==> config.mk <==
export PLATFORM = sky130hd
export DESIGN_NAME = peripheral_apb4_slave_regfile
export DESIGN_NICKNAME = d
export VERILOG_FILES = /design/src/rtl/peripheral_apb4_slave_regfile.sv
export SDC_FILE = /design/constraint.sdc
export NUM_CORES = 1
export LEC_CHECK = 0
export ABC_AREA = 1
export BUFFER_PORTS_ARGS = -buffer_cell sky130_fd_sc_hd__buf_2
export CAP_MARGIN = 25
export CORE_MARGIN = 2
export CORE_UTILIZATION = 32
export DETAILED_ROUTE_END_ITERATION = 10
export PLACE_DENSITY = 0.68
export SLEW_MARGIN = 20
export SYNTH_ARGS = -nofsm -noshare
export SYNTH_HDL_FRONTEND = slang
export SYNTH_SLANG_ARGS = --single-unit
==> constraint.sdc <==
create_clock -name PCLK -period 2.2 [get_ports PCLK]
set_input_delay 0 -clock PCLK [delete_from_list [all_inputs] [get_ports PCLK]]
set_output_delay 0 -clock PCLK [all_outputs]
set_load 0.01 [all_outputs]
==> src/rtl/peripheral_apb4_slave_regfile.sv <==
// APB4 completer with a bank of software-writable control words and read-only status words.
// Supports programmable wait states, byte strobes, PSLVERR on bad accesses and a sticky protocol-error flag.
module peripheral_apb4_slave_regfile #(
    parameter int PADDR_SIZE  = 16,
    parameter int PDATA_SIZE  = 32,
    parameter int NUM_REGS    = 8,
    parameter int RW_REGS     = 4,
    parameter int WAIT_STATES = 0
) (
    input  logic                                     PCLK,
    input  logic                                     PRESETn,
    input  logic                                     PSEL,
    input  logic                                     PENABLE,
    input  logic [PADDR_SIZE-1:0]                    PADDR,
    input  logic [PDATA_SIZE/8-1:0]                  PSTRB,
    input  logic [PDATA_SIZE-1:0]                    PWDATA,
    input  logic                                     PWRITE,
    output logic [PDATA_SIZE-1:0]                    PRDATA,
    output logic                                     PREADY,
    output logic                                     PSLVERR,
    output logic [RW_REGS*PDATA_SIZE-1:0]            ctrl_o,
    input  logic [(NUM_REGS-RW_REGS)*PDATA_SIZE-1:0] status_i,
    output logic [RW_REGS-1:0]                       wr_pulse_o,
    output logic                                     proto_err_o
);

    localparam int                    BYTES      = PDATA_SIZE / 8;
    localparam int                    LSB        = $clog2(BYTES);
    localparam int                    IDXW       = $clog2(NUM_REGS);
    localparam logic [PADDR_SIZE-1:0] ADDR_LIMIT = PADDR_SIZE'(NUM_REGS * BYTES);
    localparam logic [PADDR_SIZE-1:0] ALIGN_MASK = PADDR_SIZE'(BYTES - 1);
    localparam logic [3:0]            WAIT_INIT  = 4'(WAIT_STATES);

    // The setup phase is recognised while in IDLE (address captured there), so ACCESS
    // coincides with the first PENABLE cycle and zero-wait transfers finish in it.
    typedef enum logic {ST_IDLE, ST_ACCESS} state_t;

    state_t                  r_state;
    state_t                  w_next;
    logic [3:0]              r_cnt;
    logic [PADDR_SIZE-1:0]   r_addr;
    logic                    r_write;
    logic [PDATA_SIZE-1:0]   r_ctrl [RW_REGS];
    logic [PDATA_SIZE-1:0]   w_words [NUM_REGS];
    logic [RW_REGS-1:0]      r_wr_pulse;
    logic                    r_proto_err;
    logic                    w_setup;
    logic                    w_bus_access;
    logic                    w_ready;
    logic                    w_bad_addr;
    logic                    w_err;
    logic                    w_commit;
    logic                    w_proto_viol;
    logic [IDXW-1:0]         w_idx;

    assign w_setup      = PSEL & ~PENABLE;
    assign w_bus_access = PSEL & PENABLE;
    assign w_idx        = r_addr[LSB +: IDXW];
    assign w_bad_addr   = (r_addr >= ADDR_LIMIT) || ((r_addr & ALIGN_MASK) != '0);
    assign w_err        = w_bad_addr || (r_write && (int'(w_idx) >= RW_REGS));
    assign w_ready      = (r_state == ST_ACCESS) && (r_cnt == '0);
    assign w_commit     = w_ready && w_bus_access && r_write && !w_err;
    assign w_proto_viol = (r_state == ST_IDLE) ? w_bus_access : !w_bus_access;

    for (genvar g = 0; g < NUM_REGS; g++) begin : g_words
        if (g < RW_REGS) begin : g_rw
            assign w_words[g]                             = r_ctrl[g];
            assign ctrl_o[g*PDATA_SIZE +: PDATA_SIZE]     = r_ctrl[g];
        end else begin : g_ro
            assign w_words[g] = status_i[(g-RW_REGS)*PDATA_SIZE +: PDATA_SIZE];
        end
    end

    // NOTE: sequential state uses non-blocking assignments so every register samples pre-edge values.
    always_ff @(posedge PCLK) begin
        if (!PRESETn) r_state <= ST_IDLE;
        else          r_state <= w_next;
    end

    // NOTE: w_next gets a default before the case, so no path can infer a latch.
    always_comb begin
        w_next = r_state;
        case (r_state)
            ST_IDLE:   if (w_setup) w_next = ST_ACCESS;
            ST_ACCESS: if (!w_bus_access || (r_cnt == '0)) w_next = ST_IDLE;
            default:   w_next = ST_IDLE;
        endcase
    end

    always_comb begin
        PREADY  = w_ready;
        PSLVERR = w_ready && w_err;
        PRDATA  = '0;
        if (w_ready && !r_write && !w_err) PRDATA = w_words[w_idx];
    end

    always_ff @(posedge PCLK) begin
        if (!PRESETn) begin
            r_cnt       <= '0;
            r_addr      <= '0;
            r_write     <= 1'b0;
            r_wr_pulse  <= '0;
            r_proto_err <= 1'b0;
            // NOTE: the register bank is reset because its contents drive ctrl_o directly.
            for (int i = 0; i < RW_REGS; i++) r_ctrl[i] <= '0;
        end else begin
            if ((r_state == ST_IDLE) && w_setup) begin
                r_cnt   <= WAIT_INIT;
                r_addr  <= PADDR;
                r_write <= PWRITE;
            end else if ((r_state == ST_ACCESS) && (r_cnt != '0)) begin
                r_cnt <= r_cnt - 1'b1;
            end
            if (w_proto_viol) r_proto_err <= 1'b1;
            for (int i = 0; i < RW_REGS; i++) begin
                r_wr_pulse[i] <= w_commit && (int'(w_idx) == i);
                for (int b = 0; b < BYTES; b++) begin
                    if (w_commit && (int'(w_idx) == i) && PSTRB[b])
                        r_ctrl[i][b*8 +: 8] <= PWDATA[b*8 +: 8];
                end
            end
        end
    end

    assign wr_pulse_o  = r_wr_pulse;
    assign proto_err_o = r_proto_err;

endmodule

Yosys cells after proc, flatten, opt, wreduce, memory -nomap -nowiden
Memories as Yosys holds them, arrays and structs flattened.
Index checks and enable logic that the tools add are counted.
Storage, ports and cells
  register bits after elaboration: 27
  logic and storage cells: 150
  memories kept: 1
  bits in read-only memories: 0
  output and inout port bits: 167
  latch bits: 0
  memory bits (writable): 128
  input port bits: 185
Memories
  r_ctrl: depth 4, bits a word 32, rd ports 4, clocked after Yosys merged registers in 0, write ports 4, line 43  | logic [PDATA_SIZE-1:0] r_ctrl [RW_REGS];
Cells by class
  multiply operators: 0
  $lt $le $gt $ge: 3
  div/mod/pow operators: 0
  $add $sub $neg: 1
  bitwise operators: 22
  shifts and indexed selects: 0
  multiplexer cells: 73
  equal/unequal tests: 3
  reductions and logical operators: 41
Operator list (number)
  8-bit two-way mux: 16
  32-bit binary-select mux with 3-bit select: 1
  32-bit two-way mux: 3
  1-bit two-way mux: 52
  1-bit logical AND: 30
  16-bit by 6-bit greater-or-equal comparator with 1-bit output, second input constant: 1
  1-bit bitwise OR: 16
  16-bit nonzero test: 1
  3-bit == test, second input constant: 2
  4-bit greater-or-equal comparator, second input constant: 1
  4-bit logical NOT: 1
  3-bit inverter with 4-bit output: 1
  4-bit nonzero test: 1
  4-bit by 1-bit subtractor with 4-bit output, second input constant: 1
  3-bit by 2-bit == test with 1-bit output, second input constant: 1
  3-bit greater-or-equal comparator, second input constant: 1
  1-bit logical NOT: 3
  3-bit logical NOT: 1
  1-bit logical OR: 3
  1-bit inverter: 3
  1-bit bitwise AND: 2
  1-bit one-hot mux with 2 select lines: 1
  2-bit OR reduction: 1

Longest topological paths before layout
Gate-level depths: netlist of run 1.
  depth in word-level cells: 11
  depth in mapped cells: 10
  depth with buffers taken out: 9

Least setup slack after synthesis of run 1
Ideal clock, no wire load.
  path type: reg2reg
  from: reg r_cnt[1]
  to: mem r_ctrl[3][0] (enable)
  period minus slack after synthesis: 2.173 ns
  buffers on the path: 1
  library setup time: 0.374 ns
  path slack: 0.027 ns
  data required time: 1.826 ns
  arrival: 1.800 ns
  cell stages (with the launch flop): 10
  cell sequence: dfxtp_1 -> inv_1 -> ha_1 -> nand3_1 -> nor2_2 -> nand2_1 -> nor2_1 -> buf_4 -> nand2_1 -> o21ai_1
RTL lines
  start, declared: line 40  | logic [3:0] r_cnt;
  start signal, assigned: line 112  | r_cnt <= r_cnt - 1'b1;
  end, declared: line 43

Worst setup path after layout of run 1
  from: reg r_addr[3]
  to: out PRDATA[17]
Between the ends
  cells in the longest elaborated chain, start to end: 6
  elaborated cells between the ends (all ways): 12
  those cells by class: order compare (2); mux (4); bitwise (1); reduce/logical (5)
RTL lines
  start, declared: line 41  | logic [PADDR_SIZE-1:0] r_addr;
  start signal, assigned: line 100  | r_addr <= '0;
  start signal, assigned: line 109  | r_addr <= PADDR;
  16-bit by 6-bit greater-or-equal comparator with 1-bit output / 3-bit greater-or-equal comparator (equally long branches): line 59, 60
  1-bit logical OR / 1-bit logical AND (equally long branches): line 59, 60
  1-bit logical OR: line 60  | assign w_err = w_bad_addr || (r_write && (int'(w_idx) >= RW_REGS));
  1-bit logical NOT: line 94  | if (w_ready && !r_write && !w_err) PRDATA = w_words[w_idx];
  1-bit logical AND: line 94
  32-bit two-way mux (*): line 94
  end, declared: line 18  | output logic [PDATA_SIZE-1:0] PRDATA,
Every way passes the cells marked *; elsewhere a longest branch is shown, timed or not. The select of a mux whose other input is x is not followed.

==> run_results.csv, run 1 <==
group,metric,value,unit
outcome,status,"finished clean",
placed_design,place_area,0.0104,mm²
floorplanning,start_util,32.3,%
floorplanning,dieWidth,163,µm
worst_setup_path,cp_max_fo,16,
sta,finalCritPeriodShare,96.2,%
clocking,cts.htree.levels,4,
detailed_routing,dr.pass1.iters,5,
detailed_routing,dr_wl_met3,2720,µm
cells_and_area,drive_gt1_share,33.7,%
synthesis,synth.distinct_cells,27,
synthesis,ys.flop_type,"edfxtp_1",
synthesis,synth_top_cell_by_area,"edfxtp_1",
clocking,path_clk_slew,0.06,ns
cells_and_area,nets,1575,
worst_setup_path,reg2reg_to,"r_ctrl[3][5]",
power_and_ir_drop,sequentialPowerShare,44.4,%
synthesis,synth-seq-cells,155,
power_and_ir_drop,swShare,26.4,%
power_and_ir_drop,p_int,5.56,mW
worst_setup_path,end_kind,"output port",
clocking,cts_sinks,155,
power_and_ir_drop,power_frac_comb,16.6,%
global_route,grt_first_pass_wirelength,43900,µm
floorplanning,fp-row-count,58,
synthesis,synth_area_leaders,"edfxtp_1 48%, nor2_1 18%, dfxtp_1 6.7%",
synthesis,async_flop_share,0,%
synthesis,synth_nets,1157,
floorplanning,fp.dieArea,0.0265,mm²
floorplanning,io_pins,352,
sta,slew_viol_final,0,
detailed_routing,route.vias.total,8430,
detailed_routing,top_layer_used,"met5",
min_path,hold_start,"PSEL",
clocking,clockBufferDepth,2,
synthesis,ys_warn_count,0,
power_and_ir_drop,p_switching,1.99,mW
sta,hold_viol_final,0,
global_route,grt_antenna_before_repair,4,
detailed_routing,drt-wirelength-per-cell,17.8,µm
detailed_routing,route.met2.wl,14900,µm
global_route,grt_use_total,22.0,%
worst_setup_path,cp-start-kind,"register",
floorplanning,core,0.0250,mm²
worst_setup_path,r2r_slack,0.10,ns
placed_design,place_inst,1639,
min_path,hold_end,"proto_err_o",
detailed_routing,drc,0,
worst_setup_path,cp.required,2.20,ns
detailed_routing,wl_met1,12500,µm
placed_design,dpl.hpwl,22700,µm
worst_setup_path,r2r-start,"r_cnt[1]",
sta,max_slew.worst_pin.slew,0.390,ns
floorplanning,die_h,163,µm
run,maxCapViolCount,0,
min_path,holdPathStages,5,
synthesis,ys_top_cells_by_count,"383 x nor2_1, 128 x edfxtp_1, 118 x nand2_1",
global_route,grt_overflow_total,0,
sta,fin_crit,2.12,ns
synthesis,netlist_instances,970,
synthesis,synth_top_area_share,47.7,%
placed_design,io_buffers,351,
synthesis,syn_area,0.00806,mm²
power_and_ir_drop,clkPwrFrac,39.0,%
worst_setup_path,reg2reg_depth,11,
worst_setup_path,critical_path_arrival,2.12,ns
cells_and_area,syn2layout_area_growth,44.9,%
clocking,cts_tree,"done",
cells_and_area,fillCellCount,2466,
detailed_routing,drtIter0Drc,711,
sta,fmax,473,MHz
synthesis,ys_seq_area_share,54.4,%
sta,maxSlewHeadroom,73.9,%
cells_and_area,fin_area,0.0117,mm²
global_route,grt_pass1_vias,7884,
placed_design,place.gp.congestion,0.868,
cells_and_area,final_cells,1732,
detailed_routing,drt-total-wl,30900,µm
detailed_routing,vias_per_cell,4.87,
worst_setup_path,critPathKind,"reg2out",
sta,finClkSkew,0.00961,ns
clocking,cts_inserted_buffers,17,
power_and_ir_drop,p_leak,5.48,nW
sta,setup_violations,0,
min_path,min_path_type,"in2reg",
synthesis,synth.avg_cell_area,8.31,µm²
clocking,clkLatencyLatePin,0.42,ns
global_route,grt_max_degree,68,
power_and_ir_drop,worst_ir_drop_vdd,0.000409,V
synthesis,synth.most_common_cell,"nor2_1",
sta,timing.hold.ws,0.105,ns
synthesis,synth-edff-count,128,
detailed_routing,ant_nets,0,
power_and_ir_drop,p_per_area,646,mW/mm²
clocking,cts_root_buf,"clkbuf_16",
[per-stage QoR]
step	util [%]	TNS, ns	total power [mW]	setup WS (ns)
final	46.8	0	7.55	0.0840
after detailed placement	41.6	0	4.54	0.277
after global placement	41.6	0	4.53	0.345
after CTS	46.4	0	7.55	0.0157
after global routing	46.8	-0.0165	7.83	-0.00436
after floorplan	-	0	3.99	0.0267
[how the worst max path moves through the flow]
stage                    from           end  cells past startpoint
floorplan            r_cnt[1]  r_ctrl[3][0]                      9
global placement     r_cnt[1]  r_ctrl[2][4]                      9
detailed placement   r_cnt[1]  r_ctrl[2][5]                      9
CTS                  r_cnt[1]    PRDATA[16]                     11
global route         r_cnt[1]  r_ctrl[2][5]                     11
finish              r_addr[3]    PRDATA[17]                      9
[timing repair]
item                                    CTS  global route
setup buffers                             3             3
pin swaps                                 2             4
hold buffers                             52             0
gates cloned                              2             1
hold endpoints to repair                145             0
resized for setup                        11            12
endpoints found under the setup margin   13           173
[final cells by class]
| type | instances | area, µm² | area share (%) |
|---|---|---|---|
| Sequential cell | 155 | 4390 | 37.6 |
| Multi-Input combinational cell | 707 | 3310 | 28.3 |
| Timing Repair Buffer | 450 | 2760 | 23.6 |
| Clock buffer | 18 | 429 | 3.67 |
| Tap cell | 330 | 413 | 3.53 |
| Inverter | 57 | 214 | 1.83 |
| Clock inverter | 14 | 166 | 1.42 |
| Antenna cell | 1 | 2.50 | 0.0214 |
[cell usage in the layout (no fill, tap or decap), types with 2 or more instances in the layout]
| cell | count |
|---|---|
| nand4_4 | 10 |
| inv_1 | 46 |
| nor2_1 | 379 |
| bufinv_16 | 3 |
| buf_12 | 5 |
| o22ai_1 | 64 |
| nand2_1 | 116 |
| o21ai_0 | 60 |
| buf_16 | 2 |
| edfxtp_1 | 128 |
| dfxtp_1 | 23 |
| clkinv_1 | 3 |
| buf_2 | 351 |
| o21ai_1 | 37 |
| a21oi_1 | 9 |
| dlygate4sd3_1 | 52 |
| xor2_1 | 2 |
| clkbuf_16 | 18 |
| inv_2 | 11 |
| nand3_1 | 4 |
| nand2_2 | 2 |
| inv_6 | 4 |
| dfxtp_2 | 4 |
| buf_4 | 37 |
| nor2_4 | 4 |
| nand4_2 | 6 |
| clkinv_4 | 2 |
| nor2_2 | 6 |
[power groups by stage]
stage | clock network [mW] | registers [mW] | logic [mW]
3_3_place_gp | 0 | 3.41 | 1.12
2_1_floorplan | 0 | 3.43 | 0.554
5_1_grt | 3.11 | 3.36 | 1.36
4_1_cts | 2.98 | 3.35 | 1.22
6_report | 2.95 | 3.35 | 1.25
3_5_place_dp | 0 | 3.41 | 1.13
[critical path, stage by stage, from the launching register on]
cell and delay (ns):
dfxtp_1 0.34, inv_2 0.08, nor2_2 0.05, inv_2 0.11, buf_4 0.26, o22ai_1 0.13, nor2_1 0.27, nor2_1 0.10
nor2_1 0.19, buf_2 0.16
[metal layers]
layer	global-route usage [%]	vias to the layer above
met4	8.37	6
met2	36.7	397
met1	27.7	3873
met3	5.37	69
li1	-	4085
met5	0	-
[logic make-up (layout without fill, tap and decap cells)]
logic type               count (synthesis)  in the layout  synth area share (%)
AO/OA/AOI/OAI                          172            172                  11.7
buffers and inverters                  108            539                  5.31
other                                    0              1                     0
adder cells (fa/ha/maj)                  2              2                 0.310
XOR/XNOR                                 2              2                 0.217
AND/OR/NAND/NOR                        531            531                  28.1
flip-flops                             155            155                  54.4
[sequential cells by signal, summed over array words and instances (netlist names)]
| signal | count |
|---|---|
| wr_pulse_o | 4 |
| r_state | 1 |
| r_addr | 16 |
| proto_err_o | 1 |
| r_ctrl | 128 |
| r_write | 1 |
| r_cnt | 4 |
Power figures use the tool's default switching activity.
==> run 2, diff against run 1 <==
- CORE_UTILIZATION: 32 -> 44
- PLACE_DENSITY: 0.68 -> 0.86
==> run 2 against run 1 <==
Against the previous run:
- sequential share of layout area rose by 0.56 points
- global-route usage rose by 8.2 points
- clock power fell by 5%
- non-clock buffer count did not move
- register-to-register slack improved by 0.03 ns
- count of clock-buffer cells in the layout rose by 2
- clock skew rose by 0.0077 ns
==> run_results.csv, run 2 (same netlist as run 1, synthesis figures left out) <==
group,metric,value,unit
cells_and_area,regMostFlops,"r_ctrl",
cells_and_area,nets,1575,
clocking,cts.htree.levels,4,
sta,finalCritPeriodShare,97.3,%
sta,fin_crit,2.14,ns
cells_and_area,final_common_cell,"nor2_1",
detailed_routing,dr.pass1.iters,7,
detailed_routing,drt-wirelength-per-cell,19.1,µm
worst_setup_path,cp.required,2.20,ns
cells_and_area,drive_gt1_share,33.7,%
clocking,clockBufferDepth,2,
worst_setup_path,path_delay_family,"simple AND/OR/NAND/NOR gates",
power_and_ir_drop,p_per_area,643,mW/mm²
cells_and_area,syn2layout_area_growth,42.8,%
cells_and_area,utilization,64.1,%
sta,setup_tns,0,ns
sta,hold_viol_final,0,
worst_setup_path,worst-path-buf-inv,5,
sta,finClkSkew,0.0173,ns
worst_setup_path,crit_chain,"inv_2 -> ha_4 -> nand3_2 -> nor2_4 -> inv_2 -> nor3_4 -> buf_4 -> buf_12 -> nand2_1 -> nor2_2 -> buf_2",
detailed_routing,drtIter0Drc,868,
placed_design,place_inst,1539,
floorplanning,core,0.0180,mm²
min_path,min_path_type,"in2reg",
sta,setup_violations,0,
global_route,grt_use_total,30.2,%
cells_and_area,fin_area,0.0115,mm²
sta,maxSlewHeadroom,57.2,%
cells_and_area,final_cell_mix,"379 x nor2_1, 351 x buf_2, 128 x edfxtp_1, 116 x nand2_1, 64 x o22ai_1",
worst_setup_path,critPathKind,"reg2out",
detailed_routing,drc,0,
power_and_ir_drop,worst_ir_drop_vdd,0.000473,V
sta,slew_viol_final,0,
clocking,cts_inserted_buffers,17,
floorplanning,dieWidth,139,µm
worst_setup_path,end_kind,"output port",
floorplanning,die_h,139,µm
floorplanning,fp-row-count,49,
floorplanning,start_util,44.9,%
sta,fmax,467,MHz
global_route,grt_max_degree,63,
worst_setup_path,crit_path_frequent_cell,"inv_2",
sta,fin_ws,0.0583,ns
placed_design,dpl.hpwl,22100,µm
sta,timing.hold.ws,0.111,ns
cells_and_area,fillCellCount,1421,
clocking,path_clk_slew,0.06,ns
worst_setup_path,max_stage_delay,0.34,ns
detailed_routing,vias_per_cell,5.38,
sta,max_slew.worst_pin.slew,0.641,ns
detailed_routing,ant_nets,0,
power_and_ir_drop,p_leak,5.46,nW
clocking,cts_sinks,155,
cells_and_area,largest_reg_flops,128,
outcome,status,"finished clean",
placed_design,place.gp.congestion,0.955,
worst_setup_path,critical_path_arrival,2.14,ns
cells_and_area,final_cells,1634,
global_route,grt_antenna_before_repair,5,
floorplanning,fp.dieArea,0.0194,mm²
placed_design,io_buffers,351,
worst_setup_path,crit_slowest_cell,"dfxtp_2",
global_route,grt_overflow_total,0,
worst_setup_path,cp_max_fo,8,
cells_and_area,reg_top3,"r_ctrl: 128 flops, r_addr: 16 flops",
detailed_routing,route.vias.total,8783,
global_route,grt_first_pass_wirelength,45100,µm
clocking,cts_root_buf,"clkbuf_16",
placed_design,pre_cts_slack,0.182,ns
worst_setup_path,cp-start-kind,"register",
run,maxCapViolCount,0,
placed_design,place_area,0.0103,mm²
power_and_ir_drop,total_power,7.40,mW
floorplanning,io_pins,352,
detailed_routing,drt-total-wl,31200,µm
clocking,clkLatencyLatePin,0.43,ns
global_route,grt_pass1_vias,8002,
clocking,cts_tree,"done",
## run 2: cell count changes in the layout (fill, tap and decap cells not counted), moves of 2 or more
cell      change
inv_6         -3
buf_6         +3
buf_16        -2
inv_2         -2
diode_2       +3
clkinv_2      +3
clkbuf_1      +2
## run 2: worst reg2reg max path: stages, from the launching register on
cell	delay [ns]
dfxtp_2	0.34
inv_2	0.09
ha_4	0.13
nand3_2	0.09
nor2_4	0.16
nand2_1	0.09
nor2_2	0.22
nand2_1	0.24
o21ai_1	0.22
buf_4	0.20
## run 2: repair_timing
action                                  4_1_cts  5_1_grt
cloned                                        1        2
hold buffers                                 51        0
endpoints found under the hold margin       137        0
gates resized for setup                       2       22
setup buffers                                 1        5
pin swaps                                     1        4
endpoints found under the setup margin        3       83
## run 2: layout make-up
type	count	area, µm²	share of cell area [%]
Antenna cell	4	10.0	0.0870
Timing Repair Buffer	450	2750	23.9
Sequential cell	155	4390	38.1
Tap cell	229	287	2.49
Inverter	57	218	1.89
Clock inverter	12	124	1.08
Clock buffer	20	437	3.79
Multi-Input combinational cell	707	3290	28.6
## run 2: where the power goes
part / leakage, nW / internal (mW) / total (mW) / switching [mW]
registers: 1.54 / 3.28 / 3.36 / 0.0867
logic: 3.65 / 0.494 / 1.24 / 0.744
clock network: 0.269 / 1.66 / 2.80 / 1.14
## run 2: worst paths after layout
kind	start	to	slack, ns	cells past startpoint
setup / recovery	r_cnt[0]	PRDATA[7]	0.06	11
hold / removal	PSTRB[1]	r_ctrl[2][10]	0.11	3
setup reg to reg	r_cnt[0]	r_ctrl[2][21]	0.13	9
hold reg to reg	r_addr[14]	r_addr[14]	0.46	2
## run 2: layer usage
metal,up-vias,track usage (%),part of all wire (%)
li1,4085,-,-
met1,3996,39.0,37
met2,604,50.4,49
met3,96,6.81,11
met4,2,10.6,2.9
met5,-,0,0.026
==> run 3, diff against run 2 <==
- CORE_UTILIZATION: 44 -> 45
- CTS_BUF_LIST: default -> sky130_fd_sc_hd__clkbuf_8
- PLACE_DENSITY: 0.86 -> 0.88
==> run 3 against run 2 <==
Against the previous run:
- maximum frequency down 0.38%
- sequential power barely moved
- utilization grew 1.8 points
- sequential share of layout area grew 0.10 points
- final cell count is 0.67% higher
==> run_results.csv, run 3 (same netlist as run 1, synthesis figures left out) <==
group,metric,value,unit
cells_and_area,largest_reg_flops,128,
worst_setup_path,cp-start-kind,"register",
cells_and_area,reg_top3,"r_ctrl: 128 flops, r_addr: 16 flops",
global_route,grt_antenna_before_repair,5,
run,maxCapViolCount,0,
global_route,grt_first_pass_wirelength,43600,µm
clocking,path_clk_slew,0.09,ns
detailed_routing,route.vias.total,8951,
sta,slew_viol_final,0,
sta,max_slew.worst_pin.slew,0.518,ns
global_route,grt_use_total,30.9,%
global_route,top_usage_layer,"met2",
clocking,cts.htree.levels,4,
global_route,grt_use_met2,51.2,%
sta,setup_tns,0,ns
global_route,grt.met1_usage,36.2,%
floorplanning,fp-row-count,48,
cells_and_area,syn2layout_area_growth,42.4,%
detailed_routing,drtIter0Drc,857,
placed_design,pre_cts_slack,0.196,ns
cells_and_area,final_common_cell,"nor2_1",
floorplanning,start_util,46.3,%
sta,rsz0062_at_grt,"false",
clocking,clockBufferDepth,2,
worst_setup_path,r2r_slack,0.15,ns
clocking,cts_tree,"done",
floorplanning,dieWidth,138,µm
global_route,grt_overflow_total,0,
placed_design,io_buffers,351,
cells_and_area,final_cell_mix,"372 x nor2_1, 351 x buf_2, 128 x edfxtp_1, 116 x nand2_1, 67 x dlygate4sd3_1",
placed_design,place.gp.congestion,0.950,
global_route,grt_pass1_vias,8131,
min_path,hold_start,"PSTRB[1]",
min_path,hold_end,"r_ctrl[3][14]",
placed_design,dpl.hpwl,21800,µm
clocking,cts_sinks,155,
clocking,clkLatencyLatePin,0.45,ns
floorplanning,die_h,138,µm
power_and_ir_drop,p_per_area,587,mW/mm²
clocking,cts_inserted_buffers,17,
cells_and_area,drive_gt1_share,34.2,%
floorplanning,core,0.0174,mm²
min_path,holdPathStages,3,
detailed_routing,drc,0,
sta,hold_viol_final,0,
sta,maxSlewHeadroom,65.5,%
cells_and_area,regMostFlops,"r_ctrl",
power_and_ir_drop,worst_ir_drop_vdd,0.000518,V
worst_setup_path,r2r-start,"r_cnt[0]",
detailed_routing,ant_nets,0,
detailed_routing,dr.pass1.iters,8,
sta,fin_ws,0.0501,ns
floorplanning,fp.dieArea,0.0190,mm²
worst_setup_path,cp.required,2.20,ns
detailed_routing,vias_per_cell,5.44,
sta,fmax,465,MHz
worst_setup_path,cp_max_fo,15,
power_and_ir_drop,p_leak,5.45,nW
min_path,min_path_type,"in2reg",
sta,finalCritPeriodShare,97.7,%
floorplanning,io_pins,352,
cells_and_area,nets,1591,
sta,setup_violations,0,
worst_setup_path,critical_path_arrival,2.15,ns
worst_setup_path,critPathKind,"reg2out",
worst_setup_path,reg2reg_depth,10,
worst_setup_path,reg2reg_to,"r_ctrl[1][2]",
detailed_routing,drt-wirelength-per-cell,18.7,µm
worst_setup_path,end_kind,"output port",
clocking,cts_root_buf,"clkbuf_8",
sta,finClkSkew,0.0143,ns
global_route,use_met3,8.55,%
detailed_routing,drt-total-wl,30800,µm
global_route,grt_max_degree,39,
sta,fin_crit,2.15,ns
outcome,status,"finished clean",
## run 3: cell types whose count changed in the layout (fill, tap and decap cells not counted), sizes merged
cell,previous run,this run
inv,57,63
clkinvlp,2,0
clkbuf,22,21
diode,4,3
buf,397,399
dlygate4sd3,51,67
bufinv,2,1
clkinv,8,4
## run 3: metal layers
layer  wire, µm  up-vias  part of all wire, %
li1           -     4108                    -
met1      10800     4073                   35
met2      15000      645                   49
met3       3500      119                   11
met4       1420        6                  4.6
met5         34        -                 0.11
## run 3: repair_timing
| action | 4_1_cts | 5_1_grt |
|---|---|---|
| setup endpoints to repair | 26 | 91 |
| setup buffers | 4 | 1 |
| pin swaps | 1 | 4 |
| gates resized for setup | 11 | 19 |
| hold buffers | 67 | 0 |
| cloned | 2 | 0 |
| hold endpoints to repair | 146 | 0 |
## run 3: how the worst max path moves through the flow
stage | start | slack, ns | end | cells past startpoint
floorplan | r_cnt[1] | 0.03 | r_ctrl[3][0] | 9
global placement | r_cnt[1] | 0.27 | r_ctrl[3][14] | 9
detailed placement | r_cnt[1] | 0.20 | r_ctrl[2][2] | 9
CTS | r_addr[5] | 0.002 | PRDATA[2] | 11
global route | r_addr[2] | 0.0009 | PRDATA[19] | 10
finish | r_addr[2] | 0.05 | PRDATA[14] | 9
## run 3: critical path, cell delays in order (launching register included)
cell	delay, ns
dfxtp_2	0.35
nor2_2	0.23
inv_2	0.16
buf_4	0.24
buf_4	0.16
o22ai_1	0.10
nor2_1	0.07
nor2_1	0.17
nor2_1	0.07
buf_2	0.14
## run 3: power breakdown
group | internal, mW | switching [mW] | total, mW | leakage, nW
logic | 0.520 | 0.760 | 1.28 | 3.70
clock network | 1.03 | 1.08 | 2.11 | 0.208
registers | 3.27 | 0.0821 | 3.35 | 1.54
total | 4.82 | 1.92 | 6.74 | 5.45
## run 3: area by class of cell
cell class / instances / area, µm²
Inverter: 57 / 216
Clock inverter: 11 / 105
Tap cell: 225 / 282
Fill cell: 1392 / 5940
Multi-Input combinational cell: 707 / 3310
Clock buffer: 21 / 289
Timing Repair Buffer: 466 / 2880
Antenna cell: 3 / 7.51
Sequential cell: 155 / 4390
## run 3: per-stage QoR
stage | area (µm²) | hold WS (ns) | utilization, % | std cells | total power [mW]
final | 11500 | 0.0728 | 65.9 | 1645 | 6.74
after CTS | 11400 | 0.0305 | 65.7 | 1642 | 6.67
after detailed placement | 10300 | 0.260 | 58.9 | 1538 | 4.53
after floorplan | 8060 | 0.160 | - | 970 | 3.99
after global placement | 10300 | 0.249 | 58.9 | 1538 | 4.51
after global routing | 11500 | 0.0829 | 65.9 | 1644 | 6.97
